<file path="config.mk">
export PLATFORM = sky130hd
export DESIGN_NAME = slow_hold_timer
export DESIGN_NICKNAME = d
export VERILOG_FILES = /design/src/rtl/slow_hold_timer.sv
export SDC_FILE = /design/constraint.sdc
export NUM_CORES = 1
export LEC_CHECK = 0
export CAP_MARGIN = 20
export CELL_PAD_IN_SITES_DETAIL_PLACEMENT = 1
export CELL_PAD_IN_SITES_GLOBAL_PLACEMENT = 1
export CORE_AREA = 2 2 56 58
export CTS_CLUSTER_SIZE = 24
export DETAILED_ROUTE_END_ITERATION = 6
export DIE_AREA = 0 0 58 60
export DONT_BUFFER_PORTS = 1
export GPL_TIMING_DRIVEN = 0
export HOLD_SLACK_MARGIN = 0.08
export PLACE_DENSITY = 0.77
export SLEW_MARGIN = 20
export SYNTH_ARGS = -nofsm -noshare
export SYNTH_HDL_FRONTEND = slang
export SYNTH_SLANG_ARGS = --single-unit
</file>
<file path="constraint.sdc">
create_clock -name CLK -period 3.5 [get_ports CLK]
set_input_delay 0.35 -clock CLK [delete_from_list [all_inputs] [get_ports CLK]]
set_output_delay 0.35 -clock CLK [all_outputs]
set_load 0.02 [all_outputs]
</file>
<file path="src/rtl/slow_hold_timer.sv">
// slow_hold_timer: asserts Slow for enabled peripheral accesses and holds it SlowTimeout*TICK_DIV clocks afterwards.
module slow_hold_timer #(
  parameter int TICK_DIV = 1024
) (
  input  logic       CLK,
  input  logic       nPOR,
  input  logic       BACT,
  input  logic       IACKCS,
  input  logic       VIACS,
  input  logic       IWMCS,
  input  logic       SCCCS,
  input  logic       SCSICS,
  input  logic       SndCS,
  input  logic       SlowIACK,
  input  logic       SlowVIA,
  input  logic       SlowIWM,
  input  logic       SlowSCC,
  input  logic       SlowSCSI,
  input  logic       SlowSnd,
  input  logic       SlowClockGate,
  input  logic [3:0] SlowTimeout,
  output logic       Slow,
  output logic       SlowGate,
  output logic       SlowBusy
);
  localparam int PW = $clog2(TICK_DIV);
  localparam logic [PW-1:0] lastTick = PW'(TICK_DIV - 1);
  typedef enum logic [1:0] {IDLE, ACCESS, HOLD} stateT;
  stateT state, stateNext;
  logic bactR, gateL, gateLNext, hit, load, tick;
  logic [PW-1:0] prescaler, prescalerNext;
  logic [3:0] count, countNext, tLoad, tLoadNext;
  assign hit = (IACKCS & SlowIACK) | (VIACS & SlowVIA) | (IWMCS & SlowIWM) |
               (SCCCS & SlowSCC) | (SCSICS & SlowSCSI) | (SndCS & SlowSnd);
  assign load = BACT && !bactR && hit;
  assign tick = prescaler == lastTick;
  assign tLoadNext = load ? SlowTimeout : tLoad;
  assign gateLNext = load ? SlowClockGate : gateL;
  always_comb begin
    stateNext = state;
    countNext = count;
    prescalerNext = '0;
    case (state)
      IDLE: stateNext = load ? ACCESS : IDLE;
      ACCESS: if (!BACT) begin
        stateNext = (tLoad == 4'd0) ? IDLE : HOLD;
        countNext = tLoad;
      end
      HOLD: if (load) stateNext = ACCESS;
      else begin
        // a retrigger above discards any coincident tick
        prescalerNext = tick ? '0 : prescaler + 1'b1;
        if (tick) begin
          countNext = count - 4'd1;
          stateNext = (count <= 4'd1) ? IDLE : HOLD;
        end
      end
      default: stateNext = IDLE;
    endcase
  end
  always_ff @(posedge CLK or negedge nPOR) begin
    if (!nPOR) begin
      state     <= IDLE;
      bactR     <= 1'b0;
      prescaler <= '0;
      count     <= '0;
      tLoad     <= '0;
      gateL     <= 1'b0;
      Slow      <= 1'b0;
      SlowGate  <= 1'b0;
      SlowBusy  <= 1'b0;
    end else begin
      state     <= stateNext;
      bactR     <= BACT;
      prescaler <= prescalerNext;
      count     <= countNext;
      tLoad     <= tLoadNext;
      gateL     <= gateLNext;
      Slow      <= stateNext != IDLE;
      SlowGate  <= (stateNext != IDLE) && gateLNext;
      SlowBusy  <= stateNext == HOLD;
    end
  end
endmodule

</file>
==> impl_metrics.toml <==
[clocking]
cts_resized = 0
cts_sinks = 25
tritoncts = "built"
cts_max_level = 1
clk_pin_slew_ps = 120
cts_root_buf = "clkbuf_4"
clockBufferDepth = 2
cts_made_buffers = 3
clock_latency_ps = 310

[cells_and_area]
drive_above_1_share = 0.165
diodes = 0
final_nets = 145
layout.cells.most_common_list = "dfrtp_1, nor2_1, nand2_1, o21ai_0"
final_common_cell = "dfrtp_1"
fin_area_um2 = 1360
area_growth_pct = 8.57
final_cells = 154

[critical_path]
crit_start = "prescaler[0]$_DFF_PN0_"
critPathMaxStageDelay_ps = 410
path_max_fanout = 4
r2r-end = "count[2]$_DFFE_PN0P_"
cp_data_required_time_ps = 3710
cp.arrival_ps = 2150
crit_path_end = "count[2]$_DFFE_PN0P_"
path_class = "reg -> reg"
startpoint_type = "flop"
worstSetupEndpointType = "flop"
r2r_start = "prescaler[0]$_DFF_PN0_"
cpMaxStageDelayCell = "dfrtp_1"
reg2reg_depth = 5
cp_cell_sequence = "ha_1 > and4_1 > nand4_2 > o31ai_4 > mux2_4"
rrSetupSlack_ps = 1560

[hold_path]
min_path_type = "in -> reg"

[routing]
drcViolationCount = 0
via_per_inst = 5.55
detailedRoute.firstIterationViolations = 25
wire_per_inst_um = 15.6
ant_nets = 0
wl_mm = 2.41
dr.pass1.iters = 4
routed-via-count = 855

[timing]
hold_viol_final = 0
relSlewSlack = 0.615
period_share = 0.555
rsz0062_at_grt = "no"
finalSetupViolations = 0
max_slew.worst_pin.slew_ps = 578
skew_ps = 2.09
fin_setup_tns_ps = 0
fin_crit_ps = 1940
drv_slew = 0
fmax_ghz = 0.515

[synthesis]
synth_nets = 137
yosys_warnings = 0
netlist_instances = 114
synth_top_cell_by_area = "dfrtp_1"
synth_top_cells_by_area = "dfrtp_1, nor2_1, mux2_2"
synth_top_area_frac = 0.499
synth_area_per_cell_um2 = 11.0
synth_cell_types = 33
ys_ff_latch = 25
syn_area_um2 = 1250
seq_area_frac_synth = 0.499

[placed_design]
routabilityCongestion = 0.755
hpwl_mm = 1.86
placed_cell_area_um2 = 1300
port-buffer-count = 0
dp_cells = 147

[die]
design.core.area_um2 = 2900
dieArea_um2 = 3480
start_util = 0.432
row_count = 20
io_pins = 23
fp.dieW_um = 58
fp.dieH_um = 60

[run_status]
outcome = "finished clean"

[grt]
overflow = 0
grt_usage = 0.164
grt_pass1_wl_mm = 4.33
antenna_found_initial = 0
grt_pass1_vias = 961
grt_max_degree = 26

[run]
cap_viol_max_count = 0

[power_and_ir_drop]
p_leak_uw = 0.000561
powerDensity_nw_per_um2 = 510
vdd_ir_drop_max_v = 0.000341
-- registers in the layout, indices dropped and copies added (netlist names) --
signal,cells
Slow,1
SlowBusy,1
SlowGate,1
bactR,1
count,4
gateL,1
prescaler,10
state,2
tLoad,4
-- layout make-up --
type	instances	area [um^2]
buffer	1	3.75
sequential	25	626
multi-input combinational	82	603
timing repair buffer	3	40.0
tap	33	41.3
clock buffer	4	26.3
inverter	6	22.5
fill	327	1540
-- what timing repair did --
item	4_1_cts	5_1_grt
buffers inserted	0	0
hold endpoints to repair	26	0
endpoints found under the setup margin	0	0
hold buffers	3	0
-- how the worst min path moves through the flow --
stage	start	to	slack [ps]	depth (start not counted)
after floorplan	nPOR	Slow$_DFF_PN0_	50	0
after global placement	nPOR	prescaler[2]$_DFF_PN0_	60	0
after detailed placement	nPOR	prescaler[4]$_DFF_PN0_	60	0
after CTS	SlowTimeout[2]	tLoad[2]$_DFFE_PN0P_	160	1
after global routing	SlowTimeout[1]	tLoad[1]$_DFFE_PN0P_	150	1
final	SlowTimeout[2]	tLoad[2]$_DFFE_PN0P_	180	1
-- routing by layer --
metal	track usage	part of all wire
met1	0.176	0.42
met2	0.308	0.54
met3	0.0519	0.041
met4	0.0498	0.0075
met5	0	0
-- synthesized netlist by cell type (all sizes together) --
| master | n |
|---|---|
| a211o | 1 |
| a21boi | 1 |
| a21oi | 2 |
| a22oi | 4 |
| a311o | 1 |
| a311oi | 1 |
| and3 | 1 |
| and4 | 1 |
| clkbuf | 1 |
| dfrtp | 25 |
| ha | 3 |
| inv | 6 |
| mux2 | 7 |
| mux2i | 1 |
| nand2 | 10 |
| nand2b | 1 |
| nand3 | 4 |
| nand4 | 2 |
| nor2 | 16 |
| nor2b | 1 |
| nor3 | 2 |
| nor4 | 2 |
| o211ai | 2 |
| o21ai | 7 |
| o31ai | 1 |
| or3b | 1 |
| or4 | 1 |
| xnor2 | 5 |
| xor2 | 4 |
-- report_power, final --
group	leakage (uW)	total [uW]	internal [uW]	switching (uW)
Clock	0.0000150	124	44.5	79.4
Combinational	0.000227	176	85.9	90.2
Sequential	0.000320	395	340	55.6
-- critical path: cells and delay by family, from the launching register on --
kind / cells / cell delay [ps]
flip-flops: 1 / 410
adder cells (fa/ha/maj): 1 / 250
multiplexers: 1 / 330
AND/OR/NAND/NOR: 2 / 490
AO/OA/AOI/OAI: 1 / 350
-- metrics by stage --
step,setup slack [ps],hold slack [ps],total power [uW],utilization
after global routing,1430,149,748,0.469
after global placement,1630,55.1,560,0.447
final,1560,179,695,0.469
after floorplan,1790,54.4,528,-
after CTS,1540,157,713,0.469
after detailed placement,1560,55.1,572,0.447
-- kinds of logic (layout without fill, tap and decap cells) --
logic type      after synthesis  after routing  synth area share
mux                           8              8            0.0798
compound gates               20             20             0.147
simple gates                 42             42             0.162
flops                        25             25             0.499
buf+inv                       7             14            0.0209
xor+xnor                      9              9            0.0628
fa+ha+maj                     3              3            0.0299
No activity file was read; power rests on OpenSTA's default activity.
